File: src/rtl/aes_pkg.sv
// Shared types and constants for the iterative AES-128 round sequencer.
package aes_pkg;
    localparam int AES128_NR = 10;

    typedef enum logic [1:0] {ST_IDLE, ST_ISSUE, ST_WAIT, ST_FIN} state_t;
    typedef enum logic [1:0] {STG_SB, STG_SR, STG_MC, STG_ARK} stage_t;

    localparam logic [1:0] SRC_IN = 2'd0;
    localparam logic [1:0] SRC_SB = 2'd1;
    localparam logic [1:0] SRC_SR = 2'd2;
    localparam logic [1:0] SRC_MC = 2'd3;
endpackage

File: src/rtl/aes_round_counter.sv
// Round number and round-key index counter; dir=1 counts the key index down from NR.
module aes_round_counter
    import aes_pkg::*;
#(
    parameter int NR = AES128_NR
) (
    input  logic       clk,
    input  logic       rst,
    input  logic       load,
    input  logic       inc,
    input  logic       dir,
    output logic [3:0] round,
    output logic [3:0] key_idx,
    output logic [3:0] round_nxt
);
    localparam logic [3:0] NR_L = 4'(NR);

    always_comb begin
        round_nxt = round;
        if (load)
            round_nxt = 4'd0;
        else if (inc)
            round_nxt = round + 4'd1;
    end

    always_ff @(posedge clk or posedge rst) begin
        if (rst) begin
            round   <= 4'd0;
            key_idx <= 4'd0;
        end else if (load) begin
            round   <= 4'd0;
            key_idx <= dir ? NR_L : 4'd0;
        end else if (inc) begin
            round   <= round + 4'd1;
            key_idx <= dir ? key_idx - 4'd1 : key_idx + 4'd1;
        end
    end
endmodule

File: src/rtl/aes_round_ctrl.sv
// AES-128 round sequencer; defining AES_DECRYPT_EN adds the decrypt input and inv output.
// States: IDLE wait start | ISSUE pulse step en | WAIT await step done | FIN pulse done
module aes_round_ctrl
    import aes_pkg::*;
#(
    parameter int NR = AES128_NR
) (
    input  logic       clk,
    input  logic       rst,
    input  logic       start,
    input  logic       abort,
    input  logic       sb_done,
    input  logic       sr_done,
    input  logic       mc_done,
    input  logic       ark_done,
`ifdef AES_DECRYPT_EN
    input  logic       decrypt,
    output logic       inv,
`endif
    output logic       sb_en,
    output logic       sr_en,
    output logic       mc_en,
    output logic       ark_en,
    output logic [1:0] src_sel,
    output logic [3:0] round,
    output logic [3:0] key_idx,
    output logic       busy,
    output logic       done,
    output logic       proto_err
);
    localparam logic [3:0] NR_L = 4'(NR);

    state_t     state, state_nxt;
    stage_t     stage, stage_nxt;
    logic       cnt_load, cnt_inc, cnt_dir, dec_mode;
    logic [3:0] round_nxt, done_vec, exp_mask;
    logic       match, unexpected;
    logic       sb_en_nxt, sr_en_nxt, mc_en_nxt, ark_en_nxt;
    logic       busy_nxt, done_nxt, perr_nxt;
    logic [1:0] src_nxt;

`ifdef AES_DECRYPT_EN
    logic inv_q;
    always_ff @(posedge clk or posedge rst) begin
        if (rst)
            inv_q <= 1'b0;
        else if (state == ST_IDLE && start)
            inv_q <= decrypt;
    end
    assign inv      = inv_q;
    assign dec_mode = inv_q;
    assign cnt_dir  = cnt_load ? decrypt : inv_q;
`else
    assign dec_mode = 1'b0;
    assign cnt_dir  = 1'b0;
`endif

    aes_round_counter #(.NR(NR)) u_cnt (
        .clk       (clk),
        .rst       (rst),
        .load      (cnt_load),
        .inc       (cnt_inc),
        .dir       (cnt_dir),
        .round     (round),
        .key_idx   (key_idx),
        .round_nxt (round_nxt)
    );

    // Bit positions follow the stage enum so the expected done is a simple shift.
    assign done_vec   = {ark_done, mc_done, sr_done, sb_done};
    assign exp_mask   = (state == ST_WAIT) ? (4'b0001 << stage) : 4'b0000;
    assign match      = |(done_vec & exp_mask);
    assign unexpected = |(done_vec & ~exp_mask);

    always_ff @(posedge clk or posedge rst) begin
        if (rst) begin
            state <= ST_IDLE;
            stage <= STG_ARK;
        end else begin
            state <= state_nxt;
            stage <= stage_nxt;
        end
    end

    always_comb begin
        state_nxt = state;
        stage_nxt = stage;
        cnt_load  = 1'b0;
        cnt_inc   = 1'b0;
        case (state)
            ST_IDLE: if (start) begin
                state_nxt = ST_ISSUE;
                stage_nxt = STG_ARK;
                cnt_load  = 1'b1;
            end
            ST_ISSUE: state_nxt = ST_WAIT;
            ST_WAIT: if (match) begin
                state_nxt = ST_ISSUE;
                if (!dec_mode) begin
                    case (stage)
                        STG_ARK: if (round < NR_L) begin
                            cnt_inc   = 1'b1;
                            stage_nxt = STG_SB;
                        end else begin
                            state_nxt = ST_FIN;
                        end
                        STG_SB:  stage_nxt = STG_SR;
                        STG_SR:  stage_nxt = (round < NR_L) ? STG_MC : STG_ARK;
                        default: stage_nxt = STG_ARK;
                    endcase
                end else begin
                    case (stage)
                        STG_ARK: if (round == 4'd0) begin
                            cnt_inc   = 1'b1;
                            stage_nxt = STG_SR;
                        end else if (round < NR_L) begin
                            stage_nxt = STG_MC;
                        end else begin
                            state_nxt = ST_FIN;
                        end
                        STG_SR:  stage_nxt = STG_SB;
                        STG_SB:  stage_nxt = STG_ARK;
                        default: begin
                            cnt_inc   = 1'b1;
                            stage_nxt = STG_SR;
                        end
                    endcase
                end
            end
            default: state_nxt = ST_IDLE;
        endcase
        if (abort && state != ST_IDLE) begin
            state_nxt = ST_IDLE;
            stage_nxt = stage;
            cnt_inc   = 1'b0;
        end
    end

    // Outputs are registered from the next state so they line up with the state they describe.
    always_comb begin
        sb_en_nxt  = (state_nxt == ST_ISSUE) && (stage_nxt == STG_SB);
        sr_en_nxt  = (state_nxt == ST_ISSUE) && (stage_nxt == STG_SR);
        mc_en_nxt  = (state_nxt == ST_ISSUE) && (stage_nxt == STG_MC);
        ark_en_nxt = (state_nxt == ST_ISSUE) && (stage_nxt == STG_ARK);
        busy_nxt   = (state_nxt == ST_ISSUE) || (state_nxt == ST_WAIT);
        done_nxt   = (state_nxt == ST_FIN);
        perr_nxt   = ((state == ST_IDLE && start) ? 1'b0 : proto_err) | unexpected;
        src_nxt    = SRC_IN;
        if (state_nxt != ST_IDLE) begin
            case (stage_nxt)
                STG_SB:  src_nxt = (round_nxt == 4'd1) ? SRC_IN : SRC_MC;
                STG_SR:  src_nxt = SRC_SB;
                STG_MC:  src_nxt = SRC_SR;
                default: src_nxt = (round_nxt == 4'd0) ? SRC_IN :
                                   (round_nxt < NR_L) ? SRC_MC : SRC_SR;
            endcase
        end
    end

    always_ff @(posedge clk or posedge rst) begin
        if (rst) begin
            sb_en     <= 1'b0;
            sr_en     <= 1'b0;
            mc_en     <= 1'b0;
            ark_en    <= 1'b0;
            busy      <= 1'b0;
            done      <= 1'b0;
            proto_err <= 1'b0;
            src_sel   <= SRC_IN;
        end else begin
            sb_en     <= sb_en_nxt;
            sr_en     <= sr_en_nxt;
            mc_en     <= mc_en_nxt;
            ark_en    <= ark_en_nxt;
            busy      <= busy_nxt;
            done      <= done_nxt;
            proto_err <= perr_nxt;
            src_sel   <= src_nxt;
        end
    end
endmodule

File: config.mk
export PLATFORM = sky130hd
export DESIGN_NAME = aes_round_ctrl
export DESIGN_NICKNAME = d
export VERILOG_FILES = /design/src/rtl/aes_pkg.sv /design/src/rtl/aes_round_counter.sv /design/src/rtl/aes_round_ctrl.sv
export SDC_FILE = /design/constraint.sdc
export NUM_CORES = 1
export LEC_CHECK = 0
export ABC_CLOCK_PERIOD_IN_PS = 5300
export CAP_MARGIN = 20
export CORE_MARGIN = 2
export CORE_UTILIZATION = 24
export CTS_CLUSTER_DIAMETER = 60
export CTS_CLUSTER_SIZE = 10
export DETAILED_ROUTE_END_ITERATION = 6
export SLEW_MARGIN = 20
export SYNTH_ARGS = -nofsm -noshare
export SYNTH_HDL_FRONTEND = slang
export SYNTH_SLANG_ARGS = --single-unit
export TNS_END_PERCENT = 5
File: constraint.sdc
create_clock -name clk -period 5.3 [get_ports clk]
set_input_delay 1.06 -clock clk [delete_from_list [all_inputs] [get_ports clk]]
set_output_delay 1.06 -clock clk [all_outputs]
set_load 0.02 [all_outputs]
Word level (Yosys, flattened, before mapping)
Index checks and enable logic that the tools add are counted.
{"block": "totals", "ff_bits": 21, "input_bits": 8, "output_inout_bits": 17, "word_cells": 79}
{"block": "classes", "n_addsub": 2, "magnitude_cmp": 2, "n_eq_ne": 11, "n_shift": 1, "n_mux": 31, "n_bitwise": 4, "n_reduce_logical": 16}
{"op": "two-way mux 2 bit", "count": 12}
{"op": "two-way mux 4 bit", "count": 5}
{"op": "one-hot mux 2 bit (3 select lines)", "count": 3}
{"op": "== test 2 bit (second input constant)", "count": 6}
{"op": "two-way mux 1 bit", "count": 10}
{"op": "adder 4 x 1 -> 4 bit (second input constant)", "count": 2}
{"op": "bitwise AND 4 bit", "count": 2}
{"op": "== test 2 x 1 -> 1 bit (second input constant)", "count": 4}
{"op": "less-than comparator 4 bit (second input constant)", "count": 2}
{"op": "OR reduction 4 bit", "count": 2}
{"op": "logical AND 1 bit", "count": 6}
{"op": "zero test 2 bit", "count": 3}
{"op": "nonzero test 2 bit", "count": 3}
{"op": "== test 4 x 1 -> 1 bit (second input constant)", "count": 1}
{"op": "zero test 4 bit", "count": 1}
{"op": "inverter 4 bit", "count": 1}
{"op": "one-hot mux 2 bit (2 select lines)", "count": 1}
{"op": "<< shifter 1 x 2 -> 4 bit (first input constant)", "count": 1}
{"op": "logical OR 1 bit", "count": 1}
{"op": "bitwise OR 1 bit", "count": 1}

Depth between registers and ports, before layout
Gate-level depths: netlist of the first run.
{"block": "logic_depth", "word_depth": 14, "depth_mapped": 8, "mapped_depth_nobuf": 7}

Modules after synthesis
A second synthesis of the first run with hierarchy kept.
{"block": "unflattened", "cells_unflattened": 124, "hier_area_um2": 1218.7}
{"mod": "aes_round_ctrl", "instances": 1, "cells_per_inst": 76, "area_per_inst_um2": 752.0, "seq_area_each_um2": 327.8}
{"mod": "aes_round_counter", "instances": 1, "cells_per_inst": 48, "area_per_inst_um2": 466.7, "seq_area_each_um2": 200.2}

Worst setup path after synthesis of the first run
No wires, ideal clock.
{"block": "synth_path", "path_kind": "input -> register", "startpoint": "in ark_done", "endpoint": "reg src_sel[0]", "setup_ns": 0.111, "t_arrival_ns": 2.477, "required_time_ns": 5.189, "setup_slack_ns": 2.712, "cell_stages": 6, "n_path_buf": 0, "cell_sequence": "mux4_2 o21ai_0 a21oi_1 or2_2 ha_1 a2111oi_2"}
{"block": "synth_between", "elab_chain_cells": 12, "word_cells_on_any_way": 25, "classes_between": "order compare: 1; eq/ne: 3; mux: 16; bitwise: 1; reduce/logical: 4"}
{"item": "from (decl)", "line": "aes_round_ctrl.sv:15", "text": "input logic ark_done,"}
{"item": "bitwise AND 4 bit *", "line": "aes_round_ctrl.sv:72", "text": "assign match = |(done_vec & exp_mask);"}
{"item": "OR reduction 4 bit *", "line": "aes_round_ctrl.sv:72"}
{"item": "two-way mux 1 bit", "line": "aes_round_ctrl.sv:97", "text": "ST_WAIT: if (match) begin"}
{"item": "two-way mux 1 bit", "line": "aes_round_ctrl.sv:90", "text": "case (state)"}
{"item": "two-way mux 1 bit", "line": "aes_round_ctrl.sv:132", "text": "if (abort && state != ST_IDLE) begin"}
{"item": "two-way mux 4 bit", "line": "aes_round_counter.sv:22", "text": "else if (inc)"}
{"item": "two-way mux 4 bit"}
{"item": "less-than comparator 4 bit", "line": "aes_round_ctrl.sv:155", "text": "(round_nxt < NR_L) ? SRC_MC : SRC_SR;"}
{"item": "two-way mux 1 bit", "line": "aes_round_ctrl.sv:155"}
{"item": "two-way mux 2 bit", "line": "aes_round_ctrl.sv:154", "text": "default: src_nxt = (round_nxt == 4'd0) ? SRC_IN :"}
{"item": "one-hot mux 2 bit (3 select lines)", "line": "aes_round_ctrl.sv:150", "text": "case (stage_nxt)"}
{"item": "two-way mux 2 bit *", "line": "aes_round_ctrl.sv:149", "text": "if (state_nxt != ST_IDLE) begin"}
{"item": "net src_nxt[0]", "line": "aes_round_ctrl.sv:40", "text": "logic [1:0] src_nxt;"}
{"item": "to (signal assigned)", "line": "aes_round_ctrl.sv:178", "text": "src_sel <= src_nxt;"}
{"item": "to (decl)", "line": "aes_round_ctrl.sv:24", "text": "output logic [1:0] src_sel,"}
The timed path passes the listed nets; every way through them passes the cells marked *.
A chain may end at the register's enable or synchronous reset.

Final worst setup path of the first run
{"block": "layout_path", "startpoint": "in ark_done", "endpoint": "reg src_sel[1]"}
{"block": "layout_between", "elab_chain_cells": 11, "word_cells_on_any_way": 23, "classes_between": "eq/ne: 3; mux: 15; bitwise: 1; reduce/logical: 4"}
{"item": "bitwise AND 4 bit *", "line": "aes_round_ctrl.sv:72"}
{"item": "OR reduction 4 bit *", "line": "aes_round_ctrl.sv:72"}
{"item": "two-way mux 1 bit", "line": "aes_round_ctrl.sv:97"}
{"item": "two-way mux 1 bit", "line": "aes_round_ctrl.sv:90"}
{"item": "two-way mux 1 bit", "line": "aes_round_ctrl.sv:132"}
{"item": "two-way mux 4 bit", "line": "aes_round_counter.sv:22"}
{"item": "two-way mux 4 bit"}
{"item": "== test 4 x 1 -> 1 bit / zero test 4 bit (equally long branches)", "line": "aes_round_ctrl.sv:151, aes_round_ctrl.sv:154"}
{"item": "two-way mux 2 bit, on equally long branches", "line": "aes_round_ctrl.sv:151, aes_round_ctrl.sv:154"}
{"item": "one-hot mux 2 bit (3 select lines)", "line": "aes_round_ctrl.sv:150"}
{"item": "two-way mux 2 bit *", "line": "aes_round_ctrl.sv:149"}
{"item": "net src_nxt[1]", "line": "aes_round_ctrl.sv:40"}
Marked as above.

==> metrics, run 1 <==
# resized after CTS 0; CTS sink count 21; Layout Utilization 0.331; Nets 143; routed length per instance 13.2 um; pwr/cell area 259 nW/um2; number of H-tree levels 1; switching part of the total 0.295; met2 global-route usage 0.144; Placement Rows 24; crit end category flip-flop; Critical Path AT 3330 ps; Worst slew margin 0.462; Clk network pwr share 0.274; CTS Hold Bufs 0; Net Switching 113 uW; pin count of the biggest net entering global routing 22; TritonCTS clock tree built; Mapped Nets 117; antenna violations before repair 0; hpwl dp 1760 um; FF+latch count, synth 21; global route hottest layer met2; Distinct cells, synth 42; Core Box Area 4440 um2; LEAKAGE 0.660 nW; Fmax achieved 317 MHz; Seq/Total Area, Yosys 0.466; Routed Antenna Nets 0; drt first pass iters 4; most frequent cells in the layout 24 x clkdlybuf4s50_1, 19 x dfrtp_1, 16 x nor2_1, 6 x nand2_1; Placer Congestion 0.762; Finish-stage setup viols 0; Worst EP required 5470 ps; CP startpoint kind input port; share of cells above drive strength 1 0.147; antenna cells 0; Die X 72.7 um; Final Hold Viols 0; synthesized area 1130 um2; number of fill cells 446; RSZ-0062 raised after global routing no; global-route wire length before repair 3910 um; Peak VDD IR 0.132 mV; max cap viols 0; setup ws final 2140 ps; ys async rst share 1.00; Tightest Hold Check Type reg -> reg; Area Growth Syn to Fin 29.9%; YS warnings 0; clk_skew 0.934 ps; GR Overflow Total 0; Post-Place Setup Slack 1600 ps; DRC errors left 0; WL final 2400 um; Detailed Route Iter0 Violations 48; Total GRT Usage 0.0960; CP Max Fanout 10; Syn Inst Count 104; Pins Over Slew Limit 0; Setup TNS 0 ps; number of synthesized flops with an enable pin 0; met3 Use GR 0.0193; sequential share of power 0.483; worst slew pin tran 806 ps; number of global-route vias before repair 826; cts bufs inserted 3; vias 852; Die Footprint 5280 um2; Die Y-Extent 72.7 um; Comb pwr share 0.243; clock tree root driver cell clkbuf_8; Internal Pwr Total 269 uW; Main synth FF type dfrtp_1; clk buf depth 2; syn_area_per_cell 10.9 um2; critical path type in -> reg; Tmin final 3160 ps; Clock Pin Slew Worst Setup and Hold Paths 80 ps; postcts setup bufs 0; met1 Resource Use GR 0.133; via/cell ratio 4.71; Worst-Skew Late Latency 260 ps; most common cell after layout, fill and taps aside clkdlybuf4s50_1; outcome finished, final reports clean; Final Cycle Share 0.596; # IOs 25; IO buf count 24; initial core utilization 0.255
==> metal layers <==
metal / share of wire / vias to the layer above / routed length [um]
met3: 0.056 / 4 / 135
met5: 0 / - / 0
met4: 0.013 / 0 / 31
met2: 0.47 / 27 / 1120
li1: - / 411 / -
met1: 0.46 / 410 / 1120
==> cells in the mapped netlist (all sizes together) (2+ instances only) <==
master	count	area share
mux2	2	0.023
a21oi	4	0.018
xor2	4	0.031
nor3	3	0.013
inv	5	0.017
and2	2	0.013
nand3b	2	0.013
dfrtp	19	0.42
nand2	6	0.020
mux2i	6	0.056
ha	5	0.055
dfstp	2	0.046
nand2b	2	0.011
nor2	16	0.053
buf	2	0.014
o21ai	3	0.013
==> critical path: stages <==
cell and delay, ps:
clkdlybuf4s50_1 550, nand2_1 120, nor4b_4 660, mux2i_2 390, mux2_4 340, a221oi_2 220
==> stage by stage <==
step,cell area (um2),hold slack [ps],std cells,power [mW]
3_3_place_gp,1420,515,177,0.278
3_5_place_dp,1420,510,177,0.279
6_report,1470,530,181,0.382
4_1_cts,1460,532,181,0.386
5_1_grt,1470,551,181,0.406
2_1_floorplan,1130,636,104,0.244
==> flip-flops by register name (all words and copies together) (netlist names) <==
signal / flops
proto_err: 1
sr_en: 1
ark_en: 1
state: 2
u_cnt.key_idx: 4
busy: 1
done: 1
stage: 2
mc_en: 1
sb_en: 1
src_sel: 2
u_cnt.round: 4
==> kinds of logic after synthesis <==
family,Yosys count,share of synthesized area
AO/OA/AOI/OAI,13,0.0939
buffers and inverters,8,0.0354
adder cells (fa/ha/maj),5,0.0552
multiplexers,9,0.0994
XOR/XNOR,5,0.0387
AND/OR/NAND/NOR,43,0.211
flip-flops,21,0.466
==> worst paths after layout <==
kind | cells past startpoint | slack (ps) | start | endpoint
max | 6 | 2140 | ark_done | src_sel[1]$_DFF_PP0_
min | 1 | 530 | proto_err$_DFF_PP0_ | proto_err$_DFF_PP0_
max reg2reg | 5 | 2860 | stage[1]$_DFF_PP1_ | src_sel[1]$_DFF_PP0_
min reg2reg | 1 | 530 | proto_err$_DFF_PP0_ | proto_err$_DFF_PP0_
max in group asynchronous | 2 | 3550 | rst | u_cnt.key_idx[2]$_DFFE_PP0P_
min in group asynchronous | 2 | 1250 | rst | u_cnt.key_idx[3]$_DFFE_PP0P_
==> power by group through the flow <==
stage,clock [mW],sequential [mW],combinational [mW]
after floorplan,0,0.193,0.0516
after global placement,0,0.188,0.0903
after detailed placement,0,0.187,0.0917
after CTS,0.109,0.184,0.0930
after global routing,0.118,0.187,0.102
final,0.105,0.184,0.0927
==> area by class of cell <==
type / count / area [um2] / area share
inverters: 5 / 18.8 / 0.0128
clock buffers: 3 / 41.3 / 0.0281
well taps: 52 / 65.1 / 0.0442
clock inverters: 1 / 5.00 / 0.00340
multi-input cells: 75 / 573 / 0.389
flip-flops and latches: 21 / 528 / 0.359
repair buffers: 24 / 240 / 0.163
(Power assumes the default switching activity.)
==> run 2: changes to the inputs <==
ABC_CLOCK_PERIOD_IN_PS = 3150   (was 5300)
clock period = 3.15 ns   (was 5.3 ns; I/O delays follow)
==> run 2 against run 1 <==
Effect of this change:
- clock power increased by 70%
- sequential power is 68% higher
- critical path depth up 1
- die area is the same
- global-route usage rose by 0.065 points
- final area grew 0.43%
- critical path type unchanged
- sequential share of layout area decreased by 0.15 points
- core utilization up 0.14 points
- highest routed layer unchanged
- largest power group unchanged
- final cell count increased by 1.1%
- worst setup slack worse by 1500 ps
- routed wire length shrank 2.4%
- first-iteration DRC count shrank 44%
==> metrics, run 2 (synthesis gave the netlist of run 1 again) <==
critical path type in -> reg; Detailed Route Iter0 Violations 27; worst slew pin tran 811 ps; Pins Over Slew Limit 0; pin count of the biggest net entering global routing 22; IO buf count 24; drt first pass iters 4; Critical Path AT 2680 ps; Routed Antenna Nets 0; number of global-route vias before repair 854; Peak VDD IR 0.146 mV; Tmin final 2520 ps; Die Y-Extent 72.7 um; Tightest Hold Check Type reg -> reg; Nets 145; global-route wire length before repair 3870 um; Final Hold Viols 0; Clock Pin Slew Worst Setup and Hold Paths 80 ps; FF-to-FF path depth 6; WL final 2340 um; biggest regs u_cnt.key_idx x4, u_cnt.round x4; share of cells above drive strength 1 0.160; Placement Rows 24; # resized after CTS 0; Die Footprint 5280 um2; Core Box Area 4440 um2; vias 836; number of H-tree levels 1; clk buf depth 2; GR Overflow Total 0; Final Cycle Share 0.800; clk_skew 2.24 ps; Area Growth Syn to Fin 30.5%; number of fill cells 455; Worst slew margin 0.459; cts bufs inserted 3; CTS sink count 21; # IOs 25; Fmax achieved 397 MHz; hold depth 1; Placer Congestion 0.726; antenna cells 0; TritonCTS clock tree built; CTS Hold Bufs 0; max cap viols 0; most frequent cells in the layout 24 x clkdlybuf4s50_1, 19 x dfrtp_1, 16 x nor2_1, 6 x nand2_1; antenna violations before repair 0; Setup TNS 0 ps; Final Cell Area 1480 um2; crit end category flip-flop; pwr/cell area 436 nW/um2; via/cell ratio 4.57; hpwl dp 1710 um; Total GRT Usage 0.0966; postcts setup bufs 0; clock tree root driver cell clkbuf_8; Worst-Skew Late Latency 260 ps; outcome finished, final reports clean; RSZ-0062 raised after global routing no; DP Area 1430 um2; CP startpoint kind input port; Finish-stage setup viols 0; most common cell after layout, fill and taps aside clkdlybuf4s50_1; Die X 72.7 um; CP Max Fanout 5; initial core utilization 0.255; routed length per instance 12.8 um; Worst EP required 3310 ps; DRC errors left 0; LEAKAGE 0.663 nW
## run 2: cell types whose count changed in the layout (fill, tap and decap cells not counted), sizes merged
cell	before	now
buf	0	2
## run 2: worst paths after layout
path	slack, ps	start	to
min in group asynchronous	820	rst	u_cnt.key_idx[3]$_DFFE_PP0P_
hold reg to reg	520	proto_err$_DFF_PP0_	proto_err$_DFF_PP0_
max in group asynchronous	1830	rst	state[1]$_DFF_PP0_
setup / recovery	630	ark_done	src_sel[0]$_DFF_PP0_
setup reg to reg	850	stage[0]$_DFF_PP1_	src_sel[0]$_DFF_PP0_
hold / removal	520	proto_err$_DFF_PP0_	proto_err$_DFF_PP0_
## run 2: cell type report
| class | instances | area (um2) | share of cell area |
|---|---|---|---|
| Multi-Input combinational cell | 75 | 564 | 0.382 |
| Timing Repair Buffer | 26 | 255 | 0.173 |
| Sequential cell | 21 | 528 | 0.357 |
| Tap cell | 52 | 65.1 | 0.0440 |
| Clock buffer | 3 | 41.3 | 0.0279 |
| Clock inverter | 1 | 5.00 | 0.00339 |
| Inverter | 5 | 18.8 | 0.0127 |
## run 2: metal layers
layer  wire [um]  track usage  vias up
li1            -            -      413
met5           0            0        -
met2         992        0.140       23
met1        1130        0.123      395
met4          65       0.0658        0
met3         149       0.0290        5
## run 2: worst max-delay path, cell delays in order
cell	delay (ps)
clkdlybuf4s50_1	470
mux4_2	520
o21ai_0	100
a21oi_1	80
or2_2	310
ha_1	230
a2111oi_2	330
## run 2: where the power goes
group	switching, mW	leakage, nW	internal [mW]
logic	0.0794	0.362	0.0765
registers	0.0202	0.276	0.290
clock network	0.0898	0.0255	0.0883
total	0.189	0.663	0.455
## run 2: through the flow
stage | cells | hold slack [ps] | utilization | power, mW | setup WS [ps]
6_report | 183 | 522 | 0.332 | 0.645 | 631
4_1_cts | 183 | 526 | 0.332 | 0.656 | 612
2_1_floorplan | 104 | 605 | - | 0.411 | 919
3_3_place_gp | 179 | 515 | 0.322 | 0.471 | 356
3_5_place_dp | 179 | 503 | 0.322 | 0.472 | 340
5_1_grt | 183 | 571 | 0.332 | 0.682 | 474
==> run 3: changes to the inputs <==
ABC_CLOCK_PERIOD_IN_PS = 2300   (was 3150)
clock period = 2.3 ns   (was 3.15 ns; I/O delays follow)
==> run 3 against run 2 <==
Effect of this change:
- worst hold slack worse by 0.95 ps
- final cell count up 7.1%
- clock skew up 7.0 ps
- core utilization up 2.9 points
- register-to-register slack worse by 770 ps
- sequential cell count unchanged
- worst setup slack worse by 570 ps
- die area unchanged
- non-clock buffer count up 13
- routed wire length up 4.7%
- power up 41%
==> metrics, run 3 (synthesis gave the netlist of run 1 again) <==
CTS sink count 21; Area Growth Syn to Fin 41.9%; clk buf depth 2; routed length per instance 12.5 um; area of the multi-input gates 594 um2; Worst-Skew Late Latency 260 ps; Internal Pwr Total 649 uW; via/cell ratio 4.49; R2R setup slack 80 ps; DP Area 1520 um2; Setup TNS 0 ps; Placer Congestion 0.753; Post-Place Setup Slack -304 ps; Layout Utilization 0.361; Finish-stage setup viols 0; DRC errors left 0; Total GRT Usage 0.103; Routed Antenna Nets 0; IO buf count 24; critical path type in -> reg; Worst slew margin 0.759; register cell area after layout 528 um2; vias 881; drt first pass iters 4; antenna cells 0; RSZ-0062 raised after global routing yes; Die X 72.7 um; Comb pwr share 0.272; cts bufs inserted 3; Placement Rows 24; Core Box Area 4440 um2; Nets 158; crit end category flip-flop; CP startpoint kind input port; number of H-tree levels 1; Net Switching 262 uW; antenna violations before repair 0; setup ws final 62.3 ps; global-route wire length before repair 4210 um; CP Max Fanout 2; initial core utilization 0.255; max cap viols 0; # IOs 25; Final Cycle Share 0.973; biggest regs u_cnt.key_idx x4, u_cnt.round x4; pin count of the biggest net entering global routing 22; Reg-to-Reg Start stage[0]$_DFF_PP1_; clk_skew 9.29 ps; share of cells above drive strength 1 0.236; hpwl dp 1860 um; Pins Over Slew Limit 0; clock tree root driver cell clkbuf_8; Final Hold Viols 0; Worst EP required 2450 ps; Peak VDD IR 0.168 mV; worst hold margin 521 ps; LEAKAGE 0.728 nW; switching part of the total 0.287; reg2reg end src_sel[0]$_DFF_PP0_; number of fill cells 445; Die Footprint 5280 um2; worst slew pin tran 358 ps; pwr/cell area 567 nW/um2; Final Cell Area 1610 um2; Detailed Route Iter0 Violations 65; Critical Path AT 2390 ps; Tightest Hold Check Type in -> async; FF-to-FF path depth 6; most frequent cells in the layout 23 x clkdlybuf4s50_1, 19 x dfrtp_1, 16 x nor2_1, 14 x buf_4, 6 x nand2_1; Die Y-Extent 72.7 um; Clock Pin Slew Worst Setup and Hold Paths 80 ps; sequential share of power 0.468; number of global-route vias before repair 927; WL final 2450 um; CTS Hold Bufs 0; GR Overflow Total 0; TritonCTS clock tree built; Tmin final 2240 ps; most common cell after layout, fill and taps aside clkdlybuf4s50_1; Fmax achieved 447 MHz; outcome finished, final reports clean; Clk network pwr share 0.260
run 3: cell type report:
cell class                 count  area share
inverter                       5      0.0117
multi-input combinational     75       0.370
clock buffer                   4      0.0280
timing repair buffer          39       0.221
tap                           52      0.0405
sequential                    21       0.329
run 3: worst max-delay path: stages:
cell and delay [ps]:
clkdlybuf4s50_1 420, mux4_2 500, o21ai_0 110, a21oi_1 80, or2_2 290, ha_2 200, a2111oi_2 330
run 3: worst max-delay path by stage:
stage | end | from
floorplan | src_sel[0]$_DFF_PP0_ | stage[0]$_DFF_PP1_
global placement | src_sel[0]$_DFF_PP0_ | ark_done
detailed placement | src_sel[0]$_DFF_PP0_ | ark_done
CTS | src_sel[0]$_DFF_PP0_ | mc_done
global route | src_sel[1]$_DFF_PP0_ | stage[0]$_DFF_PP1_
finish | src_sel[0]$_DFF_PP0_ | mc_done
run 3: stage by stage:
step	power, mW	std cells
final	0.910	196
after CTS	0.909	195
after detailed placement	0.666	191
after global placement	0.664	191
after global routing	0.976	196
after floorplan	0.563	104
run 3: power groups by stage:
stage / registers [mW] / logic, mW / clock network [mW]
2_1_floorplan: 0.444 / 0.119 / 0
3_3_place_gp: 0.431 / 0.234 / 0
3_5_place_dp: 0.431 / 0.235 / 0
4_1_cts: 0.425 / 0.237 / 0.247
5_1_grt: 0.431 / 0.276 / 0.269
6_report: 0.426 / 0.248 / 0.237
run 3: routing by layer:
layer,global-route usage,wire [um]
met3,0.0221,121
met4,0.0370,13
met1,0.138,1210
met5,0,0
met2,0.164,1110
run 3: repair_timing:
action	4_1_cts	5_1_grt
setup buffers	0	1
setup endpoints to repair	1	2
pin swaps	0	2
resized for setup	1	6
cloned	0	0
